**src/rtl/sa_pkg.sv**
```systemverilog
// Shared definitions for the systolic-array address generators (weight, activation, psum).
package sa_pkg;

    typedef enum logic [1:0] {
        StIdle,
        StRun,
        StDone
    } sa_state_e;

    // Width of a 0..dim-1 index; never below one bit.
    function automatic int unsigned idx_w(input int unsigned dim);
        return (dim <= 2) ? 1 : $clog2(dim);
    endfunction

    // Width of a 0..dim*dim element count.
    function automatic int unsigned cnt_w(input int unsigned dim);
        return $clog2(dim * dim + 1);
    endfunction

endpackage

```
**src/rtl/sa_idx_counter2d.sv**
```systemverilog
// Nested outer/inner index counter over a DIMxDIM grid; exposes wrap flags only.
module sa_idx_counter2d
    import sa_pkg::*;
#(
    parameter int unsigned DIM = 3
) (
    input  logic clk,
    input  logic rst_n,
    input  logic clr,
    input  logic en,
    output logic inner_wrap,
    output logic last
);

    localparam int unsigned IdxW = idx_w(DIM);
    localparam logic [IdxW-1:0] IdxMax = IdxW'(DIM - 1);

    logic [IdxW-1:0] outer_q;
    logic [IdxW-1:0] inner_q;

    assign inner_wrap = (inner_q == IdxMax);
    assign last       = inner_wrap && (outer_q == IdxMax);

    always_ff @(posedge clk or negedge rst_n) begin
        if (!rst_n) begin
            outer_q <= '0;
            inner_q <= '0;
        end else if (clr) begin
            outer_q <= '0;
            inner_q <= '0;
        end else if (en) begin
            if (inner_wrap) begin
                inner_q <= '0;
                outer_q <= last ? '0 : outer_q + 1'b1;
            end else begin
                inner_q <= inner_q + 1'b1;
            end
        end
    end

endmodule

```
**src/rtl/sa_weight_addr_gen.sv**
```systemverilog
// Weight-buffer address walker: row-major or column-major DIMxDIM sweep over valid/ready.
// Optional multi-tile repeat enabled by defining SA_WADDR_TILE_EN.
module sa_weight_addr_gen
    import sa_pkg::*;
#(
    parameter int unsigned DIM    = 3,
    parameter int unsigned ADDR_W = 6
) (
    input  logic              clk,
    input  logic              rst_n,
    input  logic              start,
    input  logic              transpose,
    input  logic [ADDR_W-1:0] base_addr,
`ifdef SA_WADDR_TILE_EN
    input  logic [3:0]        num_tiles,
`endif
    output logic              addr_valid,
    input  logic              addr_ready,
    output logic [ADDR_W-1:0] addr,
    output logic              addr_last,
    output logic              busy,
    output logic              done
);

    localparam logic [ADDR_W-1:0] DimA = ADDR_W'(DIM);
    localparam logic [ADDR_W-1:0] One  = ADDR_W'(1);

    sa_state_e         state_q;
    logic              transpose_q;
    logic [ADDR_W-1:0] addr_q;
    logic [ADDR_W-1:0] obase_q;
    logic [ADDR_W-1:0] inner_step;
    logic [ADDR_W-1:0] outer_step;
    logic [ADDR_W-1:0] next_tile_base;
    logic              launch;
    logic              hs;
    logic              cnt_wrap;
    logic              cnt_last;
    logic              final_tile;

    assign launch     = (state_q == StIdle) && start;
    assign hs         = addr_valid && addr_ready;
    assign inner_step = transpose_q ? DimA : One;
    assign outer_step = transpose_q ? One : DimA;
    assign addr       = addr_q;
    assign addr_last  = cnt_last && final_tile && addr_valid;

    sa_idx_counter2d #(
        .DIM (DIM)
    ) u_idx (
        .clk        (clk),
        .rst_n      (rst_n),
        .clr        (launch),
        .en         (hs),
        .inner_wrap (cnt_wrap),
        .last       (cnt_last)
    );

`ifdef SA_WADDR_TILE_EN
    localparam logic [ADDR_W-1:0] DimSq = ADDR_W'(DIM * DIM);

    logic [3:0]        tiles_q;
    logic [3:0]        tile_q;
    logic [ADDR_W-1:0] tbase_q;

    assign final_tile     = (tile_q == tiles_q - 4'd1);
    assign next_tile_base = tbase_q + DimSq;

    always_ff @(posedge clk or negedge rst_n) begin
        if (!rst_n) begin
            tiles_q <= '0;
            tile_q  <= '0;
            tbase_q <= '0;
        end else if (launch) begin
            tiles_q <= (num_tiles == 4'd0) ? 4'd1 : num_tiles;
            tile_q  <= '0;
            tbase_q <= base_addr;
        end else if (hs && cnt_last && !final_tile) begin
            tile_q  <= tile_q + 4'd1;
            tbase_q <= next_tile_base;
        end
    end
`else
    assign final_tile     = 1'b1;
    assign next_tile_base = addr_q;
`endif

    always_ff @(posedge clk or negedge rst_n) begin
        if (!rst_n) begin
            state_q    <= StIdle;
            addr_valid <= 1'b0;
            busy       <= 1'b0;
            done       <= 1'b0;
        end else begin
            done <= 1'b0;
            case (state_q)
                StIdle: begin
                    if (start) begin
                        state_q    <= StRun;
                        addr_valid <= 1'b1;
                        busy       <= 1'b1;
                    end
                end
                StRun: begin
                    if (hs && cnt_last && final_tile) begin
                        state_q    <= StDone;
                        addr_valid <= 1'b0;
                        busy       <= 1'b0;
                        done       <= 1'b1;
                    end
                end
                StDone:  state_q <= StIdle;
                default: state_q <= StIdle;
            endcase
        end
    end

    // Running address: inner steps add a stride, inner wraps reload from the outer base.
    always_ff @(posedge clk or negedge rst_n) begin
        if (!rst_n) begin
            transpose_q <= 1'b0;
            addr_q      <= '0;
            obase_q     <= '0;
        end else if (launch) begin
            transpose_q <= transpose;
            addr_q      <= base_addr;
            obase_q     <= base_addr;
        end else if (hs) begin
            if (cnt_last) begin
                addr_q  <= next_tile_base;
                obase_q <= next_tile_base;
            end else if (cnt_wrap) begin
                addr_q  <= obase_q + outer_step;
                obase_q <= obase_q + outer_step;
            end else begin
                addr_q <= addr_q + inner_step;
            end
        end
    end

endmodule
```
**config.mk**
```make
export PLATFORM = sky130hd
export DESIGN_NAME = sa_weight_addr_gen
export DESIGN_NICKNAME = d
export VERILOG_FILES = /design/src/rtl/sa_pkg.sv /design/src/rtl/sa_idx_counter2d.sv /design/src/rtl/sa_weight_addr_gen.sv
export SDC_FILE = /design/constraint.sdc
export NUM_CORES = 1
export LEC_CHECK = 0
export CAP_MARGIN = 20
export CORE_MARGIN = 2
export CORE_UTILIZATION = 60
export CTS_BUF_LIST = sky130_fd_sc_hd__clkbuf_8
export DETAILED_ROUTE_END_ITERATION = 12
export GPL_ROUTABILITY_DRIVEN = 0
export PLACE_DENSITY = 0.89
export SLEW_MARGIN = 25
export SYNTH_ARGS = -nofsm -noshare
export SYNTH_HDL_FRONTEND = slang
export SYNTH_SLANG_ARGS = --single-unit
```
**constraint.sdc**
```tcl
create_clock -name clk -period 2.4 [get_ports clk]
set_input_delay 0.48 -clock clk [delete_from_list [all_inputs] [get_ports clk]]
set_output_delay 0.48 -clock clk [all_outputs]
set_load 0.05 [all_outputs]
```
======== Yosys cells after proc, flatten, opt, wreduce, memory -nomap -nowiden ========
Cells that the tools add are included.
W data, S select, Z words.
operators by class
  $lt $le $gt $ge ......................... 0
  $add $sub $neg .......................... 4
  bitwise operators ....................... 0
  div/mod/pow operators ................... 0
  reductions and logical operators ........ 15
  multipliers ............................. 0
  shifts and indexed selects .............. 0
  mux-type cells .......................... 25
  eq/ne operators ......................... 6
operator list
  kind                   number
  $mux W6                8
  $mux W2                11
  $add A6 B2 Y6          2
  $reduce_and A2 Y1      4
  $ne A2 B2 Y1 const B   3
  $reduce_bool A2 Y1     3
  $logic_and A1 B1 Y1    5
  $add A2 B1 Y2 const B  2
  $eq A2 B2 Y1 const B   2
  $mux W1                4
  $pmux W2 S2            1
  $reduce_and A3 Y1      1
  $reduce_bool A3 Y1     1
  $eq A2 B1 Y1 const B   1
  $logic_not A2 Y1       1
  $pmux W1 S2            1
word-level totals
  memory bits (writable) .................. 0
  memories ................................ 0
  latch bits .............................. 0
  bits in read-only memories .............. 0
  register bits after elaboration ......... 21
  output and inout bits ................... 10

======== Longest topological paths before layout ========
  word-level depth ........................ 6
  gate-level depth with buffers ........... 6
  mapped depth without buffers ............ 6

======== Hierarchy ========
A second synthesis with hierarchy kept.
second synthesis, totals
  cells, all modules ...................... 152
  area total of the unflattened synthesis .. 1385.1 µm²
modules (own cells, without submodules)
  module              instances  seq. area each (µm²)  cells an instance  area each (µm²)
  sa_weight_addr_gen  1          425.4                 133                1166.1
  sa_idx_counter2d    1          100.1                 19                 219.0

======== Least setup slack after synthesis ========
Ideal clock, no wire load.
  path kind ............................... register to output
  start ................................... register u_idx.inner_q[0]
  end ..................................... output port addr_last
  buffers on the path ..................... 1
  stages on the path, launching flop included .. 4
  required time ........................... 1920 ps
  arrival time ............................ 1904 ps
  path slack .............................. 16 ps
  cells stage by stage .................... dfrtp_1 nand2b_1 buf_4 nor3_1
on the way
  cells in the longest elaborated chain, start to end .. 3
ends and longest elaborated chain
  item                    line                      source
  start, declared         sa_idx_counter2d.sv:19    logic [IdxW-1:0] inner_q;
  start signal, assigned  sa_idx_counter2d.sv:36    inner_q <= inner_q + 1'b1;
  $eq A2 B2 Y1            sa_idx_counter2d.sv:21    assign inner_wrap = (inner_q == IdxMax);
  $logic_and A1 B1 Y1     sa_idx_counter2d.sv:22    assign last = inner_wrap && (outer_q == IdxMax);
  $logic_and A1 B1 Y1     sa_weight_addr_gen.sv:46  assign addr_last = cnt_last && final_tile && addr_valid;
  end, declared           sa_weight_addr_gen.sv:20  output logic addr_last,
No other way between the ends.

======== Worst setup path after layout ========
  start ................................... register u_idx.outer_q[0]
  end ..................................... output port addr_last
on the way
  cells in the longest elaborated chain, start to end .. 3
ends and longest elaborated chain
  item                    line                      source
  start, declared         sa_idx_counter2d.sv:18    logic [IdxW-1:0] outer_q;
  start signal, assigned  sa_idx_counter2d.sv:34    outer_q <= last ? '0 : outer_q + 1'b1;
  $eq A2 B2 Y1            sa_idx_counter2d.sv:22
  $logic_and A1 B1 Y1     sa_idx_counter2d.sv:22
  $logic_and A1 B1 Y1     sa_weight_addr_gen.sv:46
No other way between the ends.

==> qor.txt <==
Maximum vdd drop -> 0.967 mV
Vias post-DR -> 1383
Commonest cells after routing, fill and taps aside -> dfrtp_1, clkdlybuf4s50_1, nor2_1, a21oi_1, nand2_1
Flops & latches, synth -> 21
CTS Root Cell -> clkbuf_8
Clock tree from TritonCTS -> yes
Clock Skews -> 0.00249 ns
Most frequently used flop master after synthesis -> dfrtp_1
CP startpoint -> u_idx.outer_q[0]
Post-DP Area -> 1590 um2
Delay of the slowest cell on the worst path -> 0.45 ns
Outcome -> complete, no violations
Crit Path Max Fanout -> 9
Slew Limit Fails -> 0
Hold-fix buffers at CTS -> 0
Largest net degree at the start of global routing -> 22
Die area -> 2680 um2
Initial antenna violation count -> 0
WS Path Type -> flop to output port
RSZ-0062 raised after global routing -> false
Initial Util -> 0.625
Ordered list of cells on the worst path -> nand2b_1, nor3_1, buf_12
CP max-delay cell -> dfrtp_1
DIE WIDTH -> 51.8 um
Mapped Area -> 1370 um2
Yosys Warn Count -> 0
First-pass iteration count of the detailed router -> 5
Final nets -> 189
CTS max path bufs -> 2
Worst EP required -> 1.92 ns
Detail Route Antenna Nets -> 0
Kind of cell adding the most delay to the critical path -> simple AND/OR/NAND/NOR gates
I/O pin total -> 21
Port bufs -> 20
Power consumption -> 2.46 mW
DRC -> 0
Tcrit/Tclk final -> 0.888
DRT iter0 DRCs -> 119
Flop2flop setup slack -> 0.48 ns
Final hold violation count -> 0
Core area -> 2190 um2
Crit end category -> output port
GRT overflow -> 0
Vias in the first global route -> 1360
TritonCTS buffer count -> 3
Syn-to-layout area delta -> 19.7%
Cell area after layout -> 1640 um2
Setup bufs post-CTS -> 0
Seq/Total Area, Yosys -> 0.384
Pwr Density -> 1500 nW/um2
Buf/Inv on CP -> 1
Resized cells post-CTS -> 0
Worst-path clk slew -> 0.08 ns
Worst hold path class -> primary input to async pin
WL final -> 3.65 mm
Worst flop-to-flop path startpoint -> addr[0]
Rows -> 17
Global-route wire length before repair -> 6.21 mm
Fmax -> 0.469 GHz
Skew-Pair Late Insertion Delay -> 0.26 ns
Post-layout util -> 0.748
Avg WL per Cell -> 18.2 um
TritonCTS Sinks -> 21
Setup TNS -> 0 ns
FFs w/ async S/R, synth -> 1.00
Syn Area/Cell -> 8.95 um2
EDFF count, synth -> 0
Max-Cap Viols -> 0
Cells after Synth -> 153
Leak -> 0.640 nW
Post-Place Cells -> 197
# diodes -> 0
Post-synthesis cell type count -> 44
Tmin final -> 2.13 ns
CP Launch Type -> flop
Vias per inst -> 6.88
Most common cell after layout, fill and taps aside -> dfrtp_1
Final HPWL DP -> 2.49 mm
Worst path arrival time -> 1.65 ns
Slew headroom -> 0.502
Global-route usage over all layers -> 0.312
# setup viols final -> 0
Die span in y -> 51.8 um
Fin cells -> 201
H-tree levels -> 1
Syn Nets -> 168
Worst-margin pin slew -> 0.745 ns
Layout cells sized above 1 -> 0.0809
==> power by group <==
part	internal [mW]	switching, mW	leakage, nW
Combinational	0.593	0.886	0.367
Clock	0.114	0.112	0.0269
Sequential	0.511	0.240	0.246
Total	1.22	1.24	0.640
==> routing by layer <==
metal,GRT usage,vias to the layer above,part of all wire
met5,0,-,0
met4,0.180,0,0.048
met3,0.0517,31,0.099
met2,0.483,104,0.47
met1,0.411,642,0.39
li1,-,606,-
==> final timing paths <==
check	to	cells after the start
min	obase_q[1]	2
min in group clk	u_idx.outer_q[1]	2
max	addr_last	3
max in group asynchronous	busy	2
min reg2reg	u_idx.outer_q[1]	2
max reg2reg	addr[4]	6
==> sequential cells by signal (all words and copies together), names as in the netlist <==
name / cells
addr: 6
busy: 1
done: 1
obase_q: 6
state_q: 2
transpose_q: 1
u_idx.inner_q: 2
u_idx.outer_q: 2
==> synthesized netlist by cell type (2+ instances only) <==
cell      count  area, um2
inv_1         5       18.8
and2_1        2       12.5
nand2b_1      6       37.5
ha_1          2       25.0
nor4_1        3       18.8
nor2_1       14       52.6
nor2b_1       2       12.5
a211oi_1      2       15.0
buf_4         2       15.0
o211ai_1      2       15.0
buf_2         4       20.0
nand2_1       9       33.8
o31ai_1       4       30.0
mux2i_1       2       20.0
nand3b_1      2       15.0
o21a_1        4       30.0
fa_1          2       40.0
a31oi_1       4       25.0
xnor2_1       2       17.5
a21oi_1      13       65.1
o21ai_1       6       30.0
nor3_1        8       40.0
dfrtp_1      21        526
o22ai_1       3       18.8
a22oi_1       2       15.0
nand3_1       6       30.0
o21ai_0       4       20.0
==> stage by stage <==
step                      hold slack, ns  setup slack, ns
final                              0.559            0.269
after global routing               0.609            0.184
after CTS                          0.566            0.270
after detailed placement           0.606            0.353
after global placement             0.587            0.430
after floorplan                    0.184           0.0157
==> cells by family after synthesis <==
logic type	after synthesis	synth area share
buf+inv	13	0.0503
fa+ha+maj	4	0.0475
xor+xnor	2	0.0128
simple gates	61	0.253
mux	2	0.0146
compound gates	50	0.238
flops	21	0.384
==> layout make-up <==
class,instances,area [um2]
Clock buffer,3,41.3
Clock inverter,1,3.75
Fill cell,147,552
Inverter,5,18.8
Multi-Input combinational cell,119,774
Sequential cell,21,526
Tap cell,28,35.0
Timing Repair Buffer,24,240
Power figures use the tool's default switching activity.
